$ cat src/rtl/sonar_rx_decoder.sv
// Purpose: 7O1 UART receiver plus "AAA,DDD#" frame parser that presents angle/distance as 3-digit BCD.
// Latency: pronto rises 2 cycles after the mid-stop-bit sample of '#' (the pin adds 2 more sync cycles).
// Backpressure: none; the serial line cannot be stalled, so every character is consumed as it arrives.
module sonar_rx_decoder #(
  parameter int CICLOS_BIT = 434,
  parameter int N          = 9
) (
  input  logic        clock,
  input  logic        reset,
  input  logic        entrada_serial,
  output logic [11:0] angulo,
  output logic [11:0] medida,
  output logic        pronto,
  output logic        erro,
  output logic [3:0]  db_estado,
  output logic [6:0]  db_dado
);

  localparam logic [N-1:0] MEIO   = N'(CICLOS_BIT / 2);
  localparam logic [N-1:0] ULTIMO = N'(CICLOS_BIT - 1);

  typedef enum logic [2:0] {
    R_IDLE, R_START, R_DADOS, R_PARIDADE, R_STOP
  } rx_estado_t;

  typedef enum logic [3:0] {
    P0, P1, P2, P3, P4, P5, P6, P7, RESYNC
  } ps_estado_t;

  // ---------------- input synchronizer ----------------
  logic sinc1_q, sinc2_q, ant_q;

  // two-flop synchronizer, plus one extra stage so a 1->0 edge can be seen
  always_ff @(posedge clock) begin
    if (reset) begin
      sinc1_q <= 1'b1;
      sinc2_q <= 1'b1;
      ant_q   <= 1'b1;
    end else begin
      sinc1_q <= entrada_serial;
      sinc2_q <= sinc1_q;
      ant_q   <= sinc2_q;
    end
  end

  // ---------------- character receiver ----------------
  rx_estado_t   rx_estado_q, rx_estado_d;
  logic [N-1:0] cnt_q, cnt_d;
  logic [2:0]   bit_q, bit_d;
  logic [6:0]   dado_q, dado_d;
  logic         par_q, par_d;
  logic         char_vld_q, char_vld_d;
  logic         char_err_q, char_err_d;

  // receiver state and datapath registers
  always_ff @(posedge clock) begin
    if (reset) begin
      rx_estado_q <= R_IDLE;
      cnt_q       <= '0;
      bit_q       <= '0;
      dado_q      <= '0;
      par_q       <= 1'b0;
      char_vld_q  <= 1'b0;
      char_err_q  <= 1'b0;
    end else begin
      rx_estado_q <= rx_estado_d;
      cnt_q       <= cnt_d;
      bit_q       <= bit_d;
      dado_q      <= dado_d;
      par_q       <= par_d;
      char_vld_q  <= char_vld_d;
      char_err_q  <= char_err_d;
    end
  end

  // receiver next state: mid-bit sampling; a held-low line never restarts since a 1->0 edge is required
  always_comb begin
    rx_estado_d = rx_estado_q;
    cnt_d       = cnt_q + 1'b1;
    bit_d       = bit_q;
    dado_d      = dado_q;
    par_d       = par_q;
    char_vld_d  = 1'b0;
    char_err_d  = 1'b0;
    case (rx_estado_q)
      R_IDLE: begin
        cnt_d = '0;
        bit_d = '0;
        if (ant_q && !sinc2_q) rx_estado_d = R_START;
      end
      R_START: begin
        if (cnt_q == MEIO) begin
          cnt_d       = '0;
          rx_estado_d = sinc2_q ? R_IDLE : R_DADOS;
        end
      end
      R_DADOS: begin
        if (cnt_q == ULTIMO) begin
          cnt_d  = '0;
          dado_d = {sinc2_q, dado_q[6:1]};
          bit_d  = bit_q + 3'd1;
          if (bit_q == 3'd6) rx_estado_d = R_PARIDADE;
        end
      end
      R_PARIDADE: begin
        if (cnt_q == ULTIMO) begin
          cnt_d       = '0;
          par_d       = sinc2_q;
          rx_estado_d = R_STOP;
        end
      end
      R_STOP: begin
        if (cnt_q == ULTIMO) begin
          cnt_d       = '0;
          rx_estado_d = R_IDLE;
          if (sinc2_q && (^{dado_q, par_q})) char_vld_d = 1'b1;
          else                               char_err_d = 1'b1;
        end
      end
      default: rx_estado_d = R_IDLE;
    endcase
  end

  // ---------------- frame parser ----------------
  ps_estado_t  ps_estado_q, ps_estado_d;
  logic [11:0] ang_sh_q, ang_sh_d;
  logic [11:0] med_sh_q, med_sh_d;
  logic        fim_q, fim_d;
  logic        erro_q, erro_d;
  logic        pronto_q;
  logic [11:0] angulo_q, medida_q;
  logic [6:0]  db_dado_q;
  logic        eh_digito;

  assign eh_digito = (dado_q >= 7'h30) && (dado_q <= 7'h39);

  // parser state, shadow fields and the one-cycle "frame complete" flag
  always_ff @(posedge clock) begin
    if (reset) begin
      ps_estado_q <= P0;
      ang_sh_q    <= '0;
      med_sh_q    <= '0;
      fim_q       <= 1'b0;
      erro_q      <= 1'b0;
    end else begin
      ps_estado_q <= ps_estado_d;
      ang_sh_q    <= ang_sh_d;
      med_sh_q    <= med_sh_d;
      fim_q       <= fim_d;
      erro_q      <= erro_d;
    end
  end

  // parser next state: fill shadows digit by digit; any surprise drops to RESYNC until a good '#'
  always_comb begin
    ps_estado_d = ps_estado_q;
    ang_sh_d    = ang_sh_q;
    med_sh_d    = med_sh_q;
    fim_d       = 1'b0;
    erro_d      = 1'b0;
    if (char_err_q) begin
      erro_d      = 1'b1;
      ps_estado_d = RESYNC;
    end else if (char_vld_q) begin
      case (ps_estado_q)
        P0, P1, P2: begin
          if (eh_digito) begin
            if (ps_estado_q == P0)      ang_sh_d[11:8] = dado_q[3:0];
            else if (ps_estado_q == P1) ang_sh_d[7:4]  = dado_q[3:0];
            else                        ang_sh_d[3:0]  = dado_q[3:0];
            ps_estado_d = ps_estado_t'(ps_estado_q + 4'd1);
          end else begin
            erro_d      = 1'b1;
            ps_estado_d = RESYNC;
          end
        end
        P3: begin
          if (dado_q == 7'h2C) begin
            ps_estado_d = P4;
          end else begin
            erro_d      = 1'b1;
            ps_estado_d = RESYNC;
          end
        end
        P4, P5, P6: begin
          if (eh_digito) begin
            if (ps_estado_q == P4)      med_sh_d[11:8] = dado_q[3:0];
            else if (ps_estado_q == P5) med_sh_d[7:4]  = dado_q[3:0];
            else                        med_sh_d[3:0]  = dado_q[3:0];
            ps_estado_d = ps_estado_t'(ps_estado_q + 4'd1);
          end else begin
            erro_d      = 1'b1;
            ps_estado_d = RESYNC;
          end
        end
        P7: begin
          if (dado_q == 7'h23) begin
            fim_d       = 1'b1;
            ps_estado_d = P0;
          end else begin
            erro_d      = 1'b1;
            ps_estado_d = RESYNC;
          end
        end
        RESYNC: begin
          if (dado_q == 7'h23) ps_estado_d = P0;
        end
        default: ps_estado_d = P0;
      endcase
    end
  end

  // output registers: both fields commit together, one cycle after the '#' was accepted
  always_ff @(posedge clock) begin
    if (reset) begin
      pronto_q  <= 1'b0;
      angulo_q  <= '0;
      medida_q  <= '0;
      db_dado_q <= '0;
    end else begin
      pronto_q <= fim_q;
      if (fim_q) begin
        angulo_q <= ang_sh_q;
        medida_q <= med_sh_q;
      end
      if (char_vld_q) db_dado_q <= dado_q;
    end
  end

  assign angulo    = angulo_q;
  assign medida    = medida_q;
  assign pronto    = pronto_q;
  assign erro      = erro_q;
  assign db_estado = ps_estado_q;
  assign db_dado   = db_dado_q;

endmodule

$ cat config.mk
export PLATFORM = sky130hd
export DESIGN_NAME = sonar_rx_decoder
export DESIGN_NICKNAME = d
export VERILOG_FILES = /design/src/rtl/sonar_rx_decoder.sv
export SDC_FILE = /design/constraint.sdc
export NUM_CORES = 1
export LEC_CHECK = 0
export ABC_CLOCK_PERIOD_IN_PS = 2220
export BUFFER_PORTS_ARGS = -buffer_cell sky130_fd_sc_hd__buf_4
export CORE_UTILIZATION = 30
export DETAILED_ROUTE_END_ITERATION = 7
export GPL_TIMING_DRIVEN = 0
export SYNTH_ARGS = -nofsm -noshare
export SYNTH_HDL_FRONTEND = slang
export SYNTH_SLANG_ARGS = --single-unit
$ cat constraint.sdc
create_clock -name clock -period 2.22 [get_ports clock]
set_clock_uncertainty 0.1 [all_clocks]
set_input_delay 0.222 -clock clock [delete_from_list [all_inputs] [get_ports clock]]
set_output_delay 0.222 -clock clock [all_outputs]
set_load 0.02 [all_outputs]
# ---- Word level (Yosys, flattened, before mapping)
# Index checks and enable logic that the tools add are counted.
dict set report totals {
  register_bits 90
  memories 0
  mem_bits_ro 0
  latch_bits 0
  wordCells 120
  ram_bits 0
  input_bits 3
}
dict set report classes {
  multipliers 0
  order_cmp 2
  bitwise_logic 9
  eq_ne 25
  add_sub_neg 3
  n_mux 29
  n_div 0
  reduce_logical 28
  shift 0
}
# operator n
set ops {}
lappend ops {{AND reduction 6 bit} 5}
lappend ops {{one-hot mux 9 bit (3 select lines)} 1}
lappend ops {{2-to-1 mux 4 bit} 6}
lappend ops {{2-to-1 mux 3 bit} 7}
lappend ops {{2-to-1 mux 9 bit} 2}
lappend ops {{== test 4 x 3 -> 1 bit, second input constant} 4}
lappend ops {{one-hot mux 4 bit (4 select lines)} 1}
lappend ops {{one-hot mux 3 bit (5 select lines)} 1}
lappend ops {{== test 7 x 6 -> 1 bit, second input constant} 2}
lappend ops {{!= test 2 bit, second input constant} 7}
lappend ops {{OR reduction 3 bit} 4}
lappend ops {{AND reduction 2 bit} 5}
lappend ops {{AND reduction 5 bit} 2}
lappend ops {{adder 9 x 1 -> 9 bit, second input constant} 1}
lappend ops {{== test 9 x 8 -> 1 bit, second input constant} 1}
lappend ops {{== test 9 bit, second input constant} 1}
lappend ops {{NOT 1 bit} 9}
lappend ops {{== test 4 x 2 -> 1 bit, second input constant} 2}
lappend ops {{2-to-1 mux 1 bit} 8}
lappend ops {{parity 8 bit} 1}
lappend ops {{>= comparator 7 x 6 -> 1 bit, second input constant} 1}
lappend ops {{less-or-equal comparator 7 x 6 -> 1 bit, second input constant} 1}
lappend ops {{== test 3 x 2 -> 1 bit, second input constant} 2}
lappend ops {{== test 3 bit, second input constant} 2}
lappend ops {{17 further kinds} 20}

# ---- Logic depth before layout (Yosys ltp)
# Gate-level depths: netlist of the first run.
dict set report depth {
  depth_word 6
  mapped_depth 8
  depth_no_buf 7
}

# ---- Worst setup path after synthesis of the first run
# No wires, ideal clock.
dict set report synth_path {
  path_kind {register to register}
  from {reg ps_estado_q[0] (netlist: db_estado[0])}
  to {reg ang_sh_q[0]}
  stages_incl_launch_ff 8
  arrival_ns 1.919
  path_slack_ns 0.075
  t_required_ns 1.994
  synth_period_minus_slack_ns 2.145
  path_buffers 0
  cell_sequence {dfxtp_1 > inv_1 > ha_1 > nor4b_1 > nand3_1 > a221oi_4 > mux2i_1 > nor2_1}
}
dict set report synth_between {
  elab_chain_cells 3
  elab_cells_between_ends 7
}
# element line
set synth_rtl {}
lappend synth_rtl {{start: declaration} 125} ;# ps_estado_t ps_estado_q, ps_estado_d;
lappend synth_rtl {{start signal: assignment} 146} ;# ps_estado_q <= ps_estado_d;
lappend synth_rtl {{== test 4 x 1 -> 1 bit (tied with other cells)} {165, 169}}
lappend synth_rtl {{OR reduction 3 bit or NOT 1 bit (tied branches)} n/a}
lappend synth_rtl {{AND reduction 6 bit (no source line) *} n/a}
lappend synth_rtl {{end signal: assignment} 147} ;# ang_sh_q <= ang_sh_d;
lappend synth_rtl {{end: declaration} 126} ;# logic [11:0] ang_sh_q, ang_sh_d;
# Every way passes the cells marked *; elsewhere a longest branch is shown, timed or not.
# A chain may end at the register's enable or synchronous reset.

# ---- Worst setup path in the final report of the first run
dict set report layout_path {
  from {reg dado_q[6]}
  to {reg ps_estado_q[3] (netlist: db_estado[3])}
}
dict set report layout_between {
  elab_chain_cells 6
  elab_cells_between_ends 13
}
# element line
set layout_rtl {}
lappend layout_rtl {{start: declaration} 50} ;# logic [6:0] dado_q, dado_d;
lappend layout_rtl {{start signal: assignment} 69} ;# dado_q <= dado_d;
lappend layout_rtl {{>= comparator 7 x 6 -> 1 bit or less-or-equal comparator 7 x 6 -> 1 bit (tied branches)} 135} ;# assign eh_digito = (dado_q >= 7'h30) && (dado_q <= 7'h39);
lappend layout_rtl {{logical AND 1 bit} 135}
lappend layout_rtl {{2-to-1 mux 4 bit} {167, 186}}
lappend layout_rtl {{one-hot mux 4 bit (4 select lines)} 165} ;# case (ps_estado_q)
lappend layout_rtl {{2-to-1 mux 4 bit} 164} ;# end else if (char_vld_q) begin
lappend layout_rtl {{2-to-1 mux 4 bit} 161} ;# if (char_err_q) begin
# Several ways; a longest one is shown, not always the timed one. The select of a mux whose other input is x is not followed.

==> metrics, run 1 <==
WL final 8960 µm; crit-path cells inv_2 -> ha_2 -> nand2_2 -> o2111ai_4 -> buf_4 -> a22oi_2 -> o211a_1 -> o22ai_1; hold crit path type input port to register; worst slew pin tran 0.7352 ns; internal power 2.549 mW; Die Y 118.4 µm; footprint of the multi-input gates 0.002136 mm²; sequential area share after synthesis 44.31%; XOR/XNOR share of the synthesized area 2.800%; first-pass GRT wire length 14630 µm; Skew-Pair Late Insertion Delay 0.34 ns; pin count of the biggest net entering global routing 17; Main synth FF type dfxtp_1; RSZ-0062 raised after global routing no; Final GP Congestion 0.8083; cell count after synthesis 405; synth warn 0; antenna violations before repair 0; final-layout fill cell count 1331; core area 0.01324 mm²; worst reg2reg startpoint dado_q[6]; vias in the first global route 2866; max_cap viols 0; hpwl dp 6174 µm; grt ovf 0; simple-gate share of the synthesized area 19.11%; CTS Buf Count 9; crit share post-route 95.51%; H-tree depth 3; R2R Path End db_estado[3]; Starting Density 30.71%; Area contributors post-synth dfxtp_1 44%, mux2i_1 15%, nor2_1 7.9%; Sw Ratio 21.36%; HP Start reset; Hold EP dado_q[6]; Avg WL per Cell 13.93 µm; hold depth 3; Yosys top cell by area dfxtp_1; Leakage 1.858 nW; status complete, no violations; die width 118.4 µm; Power per Cell Area 637.2 mW/mm²; Post-synth ARST share 0%; mux share of post-synthesis cell area 15.02%; top cell type's share of synthesized area 44.31%; Synth Area in Compound Gates 10.06%; crit start category register; Setup WS post-layout 0.09973 ns; worst path required time 2.39 ns; DRC 0; fin nets 477; max frequency 471.6 MHz; Clock Tree Buf Depth 2; main combinational cell family by area after synthesis simple AND/OR/NAND/NOR gates; IR drop worst, VDD 0.0004927 V; Top-Level Pins 40; CTS tree built; Post-Layout Inst Area 0.005087 mm²; clock power share 48.5%; Slew HR 50.99%; commonest non-fill, non-tap cell in the layout nor2_1; worst reg2reg path depth 8; pins over their slew limit 0; Routed Antenna Nets 0; delay of the slowest critical-path stage 0.45 ns; Final min period 2.120 ns; Post-synth EDFFs 0; Logic pwr share 1.7%; CP endpoint kind register; area grow syn2layout 25.11%; routed vias/inst 4.748; Post-Synth Adder-Cell Area 3.692%; die footprint 0.01402 mm²; drt first pass iters 4; reg2reg setup slack 0.1 ns; Rows 42; P_sw 692.5 µW; final setup vio count 0; DR vias 3053; DR iter-0 viols 115; Cell variety after synth 60; clock slew at reported path FFs 0.06 ns; crit-path max FO 7; Tot GR Track Use 13.39%; Mapped Avg Cell Area 10.04 µm²; Finished Layout Cells 643; commonest non-fill, non-tap cells in the layout 86 x nor2_1, 83 x dfxtp_1, 61 x mux2i_1, 44 x buf_4, 19 x nand2_1; clock net sink count 90; Placed Area 0.004572 mm²; diode count 0; critical path class register to register; clock tree root buffer cell clkbuf_16; Final Hold Viols 0; Synth Register Bits 90; cell with the largest stage delay on the worst path o2111ai_4; Mapped Area 0.004066 mm²; share of cells above drive strength 1 23.34%; syn nets 420; Seq pwr share 49.8%; dpl ws -0.2837 ns; Port-buffer cells 38; Register Area 0.001818 mm²; Arr. time, crit path 2.29 ns; placed insts 619
registers in the layout, summed over array words and instances, names as in the netlist, 4 cells and up:
name	count
medida	12
db_estado	4
med_sh_q	12
dado_q	7
db_dado	7
ang_sh_q	12
cnt_q	9
angulo	12
cells by family (layout without fill, tap and decap cells):
logic type | Yosys count | in the layout
compound gates | 40 | 40
simple gates | 156 | 156
xor+xnor | 13 | 13
mux | 61 | 61
buf+inv | 33 | 95
fa+ha+maj | 12 | 12
flops | 90 | 90
stage by stage:
step / total power [mW] / TNS, ns / hold WS [ns] / util (%)
global placement: 1.709 / -3.259 / 0.2925 / 34.52
floorplan: 1.694 / 0 / 0.2258 / -
detailed placement: 1.709 / -5.119 / 0.2989 / 34.52
CTS: 3.294 / -0.06315 / 0.1858 / 37.86
finish: 3.242 / 0 / 0.1886 / 38.42
global route: 3.349 / 0 / 0.2038 / 38.42
critical path, delay by kind of cell, from the launching register on:
family / cells / cell delay (ns)
compound gates: 4 / 0.94
flops: 1 / 0.38
buf+inv: 2 / 0.30
fa+ha+maj: 1 / 0.22
simple gates: 1 / 0.10
worst max-delay path by stage:
stage	startpoint	end	cells past startpoint
2_1_floorplan	db_estado[0]	ang_sh_q[0]	7
3_3_place_gp	dado_q[1]	ang_sh_q[1]	8
3_5_place_dp	dado_q[1]	ang_sh_q[1]	8
4_1_cts	dado_q[4]	med_sh_q[2]	6
5_1_grt	dado_q[6]	med_sh_q[9]	8
6_report	dado_q[6]	db_estado[3]	8
per-layer routing:
layer | track usage, % | part of all wire [%] | vias up
met5 | 0 | 0 | -
met1 | 17.73 | 49 | 1455
li1 | - | - | 1531
met4 | 7.358 | 2.0 | 0
met2 | 20.66 | 46 | 55
met3 | 2.317 | 2.7 | 12
synthesized netlist by cell type (2+ instances only):
master     number
a2111oi_0       2
a21oi_1         9
a221oi_4        5
a31oi_1         2
a41oi_1         2
and2_1          2
and3_1          2
buf_4           3
buf_6           5
clkbuf_1        7
dfxtp_1        90
ha_1           12
inv_1          12
mux2i_1        61
nand2_1        20
nand2b_1        2
nand3_1         9
nand4_1         9
nand4bb_1       2
nor2_1         86
nor2b_1         3
nor4_1          2
nor4b_1         3
o211a_1         3
o21ai_0         2
o22ai_1         2
or2_2           3
or3_1           2
xnor2_1         4
xor2_1          9
timing repair:
action,CTS,global route
resized for setup,12,25
endpoints found under the setup margin,27,38
hold buffers,1,0
pin swaps,7,9
hold endpoints to repair,1,0
buffers inserted,7,2
power by group through the flow:
| stage | logic, mW | registers [mW] | clock network, mW |
|---|---|---|---|
| after floorplan | 0.0385 | 1.66 | 0 |
| after global placement | 0.0531 | 1.66 | 0 |
| after detailed placement | 0.0532 | 1.66 | 0 |
| after CTS | 0.0547 | 1.62 | 1.62 |
| after global routing | 0.0591 | 1.61 | 1.68 |
| final | 0.0545 | 1.62 | 1.57 |
cell type report:
cell class / count / share of cell area [%]
Timing Repair Buffer: 48 / 7.772
Sequential cell: 90 / 35.74
Multi-Input combinational cell: 282 / 41.98
Buffer: 19 / 2.853
Inverter: 12 / 1.131
Clock inverter: 6 / 1.500
Tap cell: 176 / 4.329
Clock buffer: 10 / 4.697
No activity file was read; power rests on OpenSTA's default activity.
==> run 2, diff against run 1 <==
--- a/config.mk
+++ b/config.mk
@@ -5,6 +5,7 @@
 export SDC_FILE = /design/constraint.sdc
 export NUM_CORES = 1
 export LEC_CHECK = 0
+export ABC_AREA = 1
 export ABC_CLOCK_PERIOD_IN_PS = 2220
 export BUFFER_PORTS_ARGS = -buffer_cell sky130_fd_sc_hd__buf_4
 export CORE_UTILIZATION = 30
==> run 2 against run 1 <==
Combinational power rose to 5.6 times the previous value. First-iteration DRC count up 35%. Global-route usage is 1.1 points higher. Die area decreased by 1.6%.
==> metrics, run 2 <==
syn nets 560; DR iter-0 viols 155; Synth top cells by count 105 x nor2_1, 93 x nand2_1, 90 x dfxtp_1, 52 x o21ai_0, 48 x inv_1; Arr. time, crit path 2.09 ns; commonest non-fill, non-tap cell in the layout nor2_1; Synth Register Bits 90; Top-Level Pins 40; clock slew at reported path FFs 0.07 ns; Port-buffer cells 38; first-pass GRT wire length 15840 µm; pins over their slew limit 0; worst slew pin tran 0.5538 ns; WL final 9297 µm; final setup vio count 0; Power per Cell Area 732.4 mW/mm²; hold crit path type input port to register; Post-synth ARST share 0%; H-tree depth 3; Final Hold Viols 0; Buffers & Inverters on Critical Path 2; hpwl dp 6788 µm; top cell type's share of synthesized area 45.03%; routed vias/inst 4.544; worst path required time 2.32 ns; Mapped Area 0.004001 mm²; post-CTS setup buffer count 0; Leakage 2.229 nW; core area 0.01282 mm²; crit-path max FO 6; Yosys top cell by area dfxtp_1; pin count of the biggest net entering global routing 16; Worst path most repeated cell nand2_1; top-count cell post-synth nor2_1; sequential area share after synthesis 45.03%; Main synth FF type dfxtp_1; die width 117.5 µm; CTS tree built; fin nets 610; cell count after synthesis 545; commonest non-fill, non-tap cells in the layout 105 x nor2_1, 93 x nand2_1, 90 x dfxtp_1, 52 x o21ai_0, 48 x inv_1; grt ovf 0; HP Start reset; share of cells above drive strength 1 13.83%; Clock Tree Buf Depth 2; Avg WL per Cell 12.04 µm; Final GP Congestion 0.8479; DRC 0; total power 3.526 mW; max_cap viols 0; cell with the largest stage delay on the worst path dfxtp_1; clock net sink count 90; crit share post-route 89.65%; vias in the first global route 3384; diode count 0; max frequency 502.4 MHz; drt first pass iters 4; synth warn 0; Setup TNS 0 ns; antenna violations before repair 0; Rows 41; Die Y 117.5 µm; die footprint 0.01380 mm²; Cell variety after synth 36; critical path class register to register; status complete, no violations; Area contributors post-synth dfxtp_1 45%, nor2_1 9.8%, nand2_1 8.7%; clock tree root buffer cell clkbuf_16; CP Launch Point db_estado[0]; CTS Buf Count 9; crit start category register; Starting Density 31.20%; delay of the slowest critical-path stage 0.44 ns; Slew HR 63.08%; crit-path cells inv_1 -> ha_1 -> o21ai_0 -> nand2_1 -> inv_1 -> nand2_1 -> nand2_1 -> nand2_1 -> nand2_1 -> a21oi_1; IR drop worst, VDD 0.0003965 V; CP delay by family, top flip-flops; CP endpoint kind register; DR vias 3508; worst reg2reg startpoint db_estado[0]; Tot GR Track Use 14.46%; Post-synth EDFFs 0; Skew-Pair Late Insertion Delay 0.35 ns; Final min period 1.990 ns; Routed Antenna Nets 0; Mapped Avg Cell Area 7.342 µm²; area grow syn2layout 20.33%; RSZ-0062 raised after global routing no
## run 2: cell count changes after synthesis, moves of 9 or more
| cell | before | now |
|---|---|---|
| nor2_1 | 86 | 105 |
| inv_1 | 12 | 48 |
| nand2_1 | 20 | 93 |
| nor3_1 | 1 | 10 |
| nand3_1 | 9 | 29 |
| mux2i_1 | 61 | 0 |
| o21ai_0 | 2 | 52 |
| a21oi_1 | 9 | 39 |
## run 2: per-stage QoR
stage                     hold slack [ns]  cell area [µm²]  setup slack, ns  util, %  std cells
final                              0.2133             4815           0.2297    37.54        772
after global routing               0.2564             4815          0.06281    37.54        772
after CTS                          0.1996             4815           0.2404    37.54        772
after detailed placement           0.3053             4502           0.2591    35.10        755
after global placement             0.2985             4502           0.2756    35.10        755
after floorplan                    0.2258             4001           0.3721        -        545
## run 2: worst register-to-register path, delay by kind of cell, from the launching register on
family                   cells  cell delay (ns)
buffers and inverters        2             0.26
AO/OA/AOI/OAI                2             0.35
adder cells (fa/ha/maj)      1             0.28
flip-flops                   1             0.44
AND/OR/NAND/NOR              5             0.41
## run 2: cell type report
type | count | area (µm²)
Fill cell | 1338 | 8010
Multi-Input combinational cell | 379 | 1868
Sequential cell | 90 | 1802
Timing Repair Buffer | 39 | 295.3
Clock buffer | 11 | 242.7
Tap cell | 172 | 215.2
Inverter | 55 | 212.7
Buffer | 21 | 118.9
Clock inverter | 5 | 60.06
## run 2: worst paths after layout
check | endpoint | slack, ns | cells past startpoint
hold reg to reg | sinc2_q | 0.32 | 1
hold / removal | sinc1_q | 0.21 | 2
setup reg to reg | erro | 0.23 | 10
setup / recovery | erro | 0.23 | 10
## run 2: logic make-up after synthesis
| kind of cell | Yosys count | share of synthesized area, % |
|---|---|---|
| compound gates | 96 | 12.23 |
| fa+ha+maj | 12 | 3.752 |
| flops | 90 | 45.03 |
| xor+xnor | 9 | 1.970 |
| simple gates | 262 | 28.74 |
| buf+inv | 76 | 8.286 |
## run 2: where the power goes
part	switching (mW)	internal (mW)	total [mW]
clock network	0.641	0.909	1.55
registers	0.0304	1.64	1.67
logic	0.213	0.0899	0.303
## run 2: metal layers
layer / vias to the layer above / track usage, % / share of wire, %
li1: 1842 / - / -
met1: 1594 / 16.32 / 45
met2: 62 / 24.96 / 50
met3: 10 / 4.409 / 4.0
met4: 0 / 6.490 / 1.1
met5: - / 0 / 0
## run 2: timing repair
action | in CTS | in global routing
endpoints found under the hold margin | 1 | 0
hold buffers | 1 | 0
gates resized for setup | 0 | 0
==> run 3, diff against run 2 <==
--- a/config.mk
+++ b/config.mk
@@ -11,6 +11,7 @@
 export CORE_UTILIZATION = 30
 export DETAILED_ROUTE_END_ITERATION = 7
 export GPL_TIMING_DRIVEN = 0
+export SETUP_SLACK_MARGIN = 0.5
 export SYNTH_ARGS = -nofsm -noshare
 export SYNTH_HDL_FRONTEND = slang
 export SYNTH_SLANG_ARGS = --single-unit
==> run 3 against run 2 <==
Combinational power rose by 22%. Worst hold slack got worse by 0.0040 ns. Worst setup slack improved by 0.28 ns. Count of clock-buffer cells in the layout fell by 2. Final area rose by 6.7%. Clock power fell by 9.7%. Critical path depth rose by 3. First-iteration DRC count fell by 13%. Utilization rose by 2.5 points.
==> metrics, run 3 (synthesis results as in run 2) <==
Skew-Pair Late Insertion Delay 0.35 ns; final setup vio count 0; area grow syn2layout 28.36%; final-layout fill cell count 1300; Slew HR 58.66%; clock slew at reported path FFs 0.06 ns; footprint of the multi-input gates 0.002117 mm²; Final Hold Viols 0; CTS tree built; worst reg2reg path depth 13; HP Start reset; IR drop worst, VDD 0.0003409 V; Routed Antenna Nets 0; first-pass GRT wire length 15730 µm; worst slew pin tran 0.6201 ns; max frequency 583.1 MHz; drt first pass iters 4; Rows 41; Die Y 117.5 µm; Setup TNS 0 ns; Avg WL per Cell 12.24 µm; crit-path max FO 8; DR iter-0 viols 135; hold depth 2; Hold EP sinc1_q; Port-buffer cells 38; pin count of the biggest net entering global routing 16; critical path class register to register; die width 117.5 µm; clock tree root buffer cell clkbuf_16; Final min period 1.715 ns; total power 3.437 mW; crit start category register; diode count 0; H-tree depth 3; core area 0.01282 mm²; Arr. time, crit path 1.83 ns; commonest non-fill, non-tap cells in the layout 96 x nor2_1, 82 x dfxtp_1, 76 x nand2_1, 48 x buf_4, 42 x inv_1; Hold Slack 0.2093 ns; RSZ-0062 raised after global routing yes; commonest non-fill, non-tap cell in the layout nor2_1; routed vias/inst 4.587; die footprint 0.01380 mm²; Clock Tree Buf Depth 2; Leakage 2.369 nW; CP endpoint kind register; R2R Path End med_sh_q[1]; fin nets 619; grt ovf 0; antenna violations before repair 0; hpwl dp 6719 µm; vias in the first global route 3357; hold crit path type input port to register; CTS Buf Count 9; Top-Level Pins 40; Starting Density 31.20%; DRC 0; DR vias 3578; max_cap viols 0; pins over their slew limit 0; crit share post-route 77.25%; Final GP Congestion 0.8654; WL final 9546 µm; worst reg2reg startpoint dado_q[2]; Register Area 0.001817 mm²; reg2reg setup slack 0.51 ns; status complete, no violations; CP Launch Point dado_q[2]; share of cells above drive strength 1 25.33%; Tot GR Track Use 14.30%; worst path required time 2.34 ns; Power per Cell Area 669.2 mW/mm²; clock net sink count 90
-- run 3: cell count changes in the layout (fill, tap and decap cells not counted), moves of 7 or more --
cell | before | now
nor2_1 | 105 | 96
dfxtp_1 | 90 | 82
nand2_2 | 1 | 14
o21ai_2 | 1 | 11
o21ai_0 | 52 | 40
nand2_1 | 93 | 76
buf_4 | 40 | 48
nor2_2 | 3 | 10
-- run 3: metrics by stage --
step / area, µm² / setup slack, ns / utilization, % / cells
after floorplan: 4006 / 0.5457 / - / 545
after global placement: 4507 / 0.3599 / 35.14 / 755
after detailed placement: 4507 / 0.3639 / 35.14 / 755
after CTS: 4878 / 0.5048 / 38.04 / 774
after global routing: 5136 / 0.4080 / 40.05 / 780
final: 5136 / 0.5051 / 40.05 / 780
-- run 3: worst max path at each step --
| stage | end | slack, ns |
|---|---|---|
| finish | med_sh_q[1] | 0.51 |
| global placement | erro | 0.36 |
| detailed placement | erro | 0.36 |
| global route | med_sh_q[1] | 0.41 |
| floorplan | db_estado[3] | 0.55 |
| CTS | ang_sh_q[2] | 0.50 |
-- run 3: power breakdown --
part | switching (mW) | internal, mW
Combinational | 0.230 | 0.140
Clock | 0.641 | 0.755
Sequential | 0.0298 | 1.64
-- run 3: area by class of cell --
type	count	area share [%]
flip-flops and latches	90	35.37
plain buffers	21	2.509
clock buffers	9	4.385
inverters	55	4.336
clock inverters	6	0.8526
well taps	172	4.190
repair buffers	48	7.138
multi-input cells	379	41.22
-- run 3: metal layers --
metal	vias up	routed length [µm]	GRT usage, %
met3	9	411	4.651
met2	64	4735	24.52
met1	1646	4262	16.70
met5	-	0	0
li1	1859	-	-
met4	0	136	4.888
-- run 3: what timing repair did --
action | 4_1_cts | 5_1_grt
resized for setup | 26 | 71
setup endpoints to repair | 40 | 49
hold endpoints to repair | 1 | 0
buffers inserted | 3 | 6
hold buffers | 1 | 0
pin swaps | 8 | 17
-- run 3: critical path: stages, from the launching register on --
cell and delay (ns):
dfxtp_2 0.32, buf_6 0.11, inv_8 0.04, ha_4 0.14, nand2_1 0.06, nand2_1 0.06, nand2_1 0.05, nand2_1 0.05
nand2_2 0.12, nand2_8 0.12, nor2_4 0.18, nand2_4 0.09, nand2_2 0.09, a21oi_2 0.05
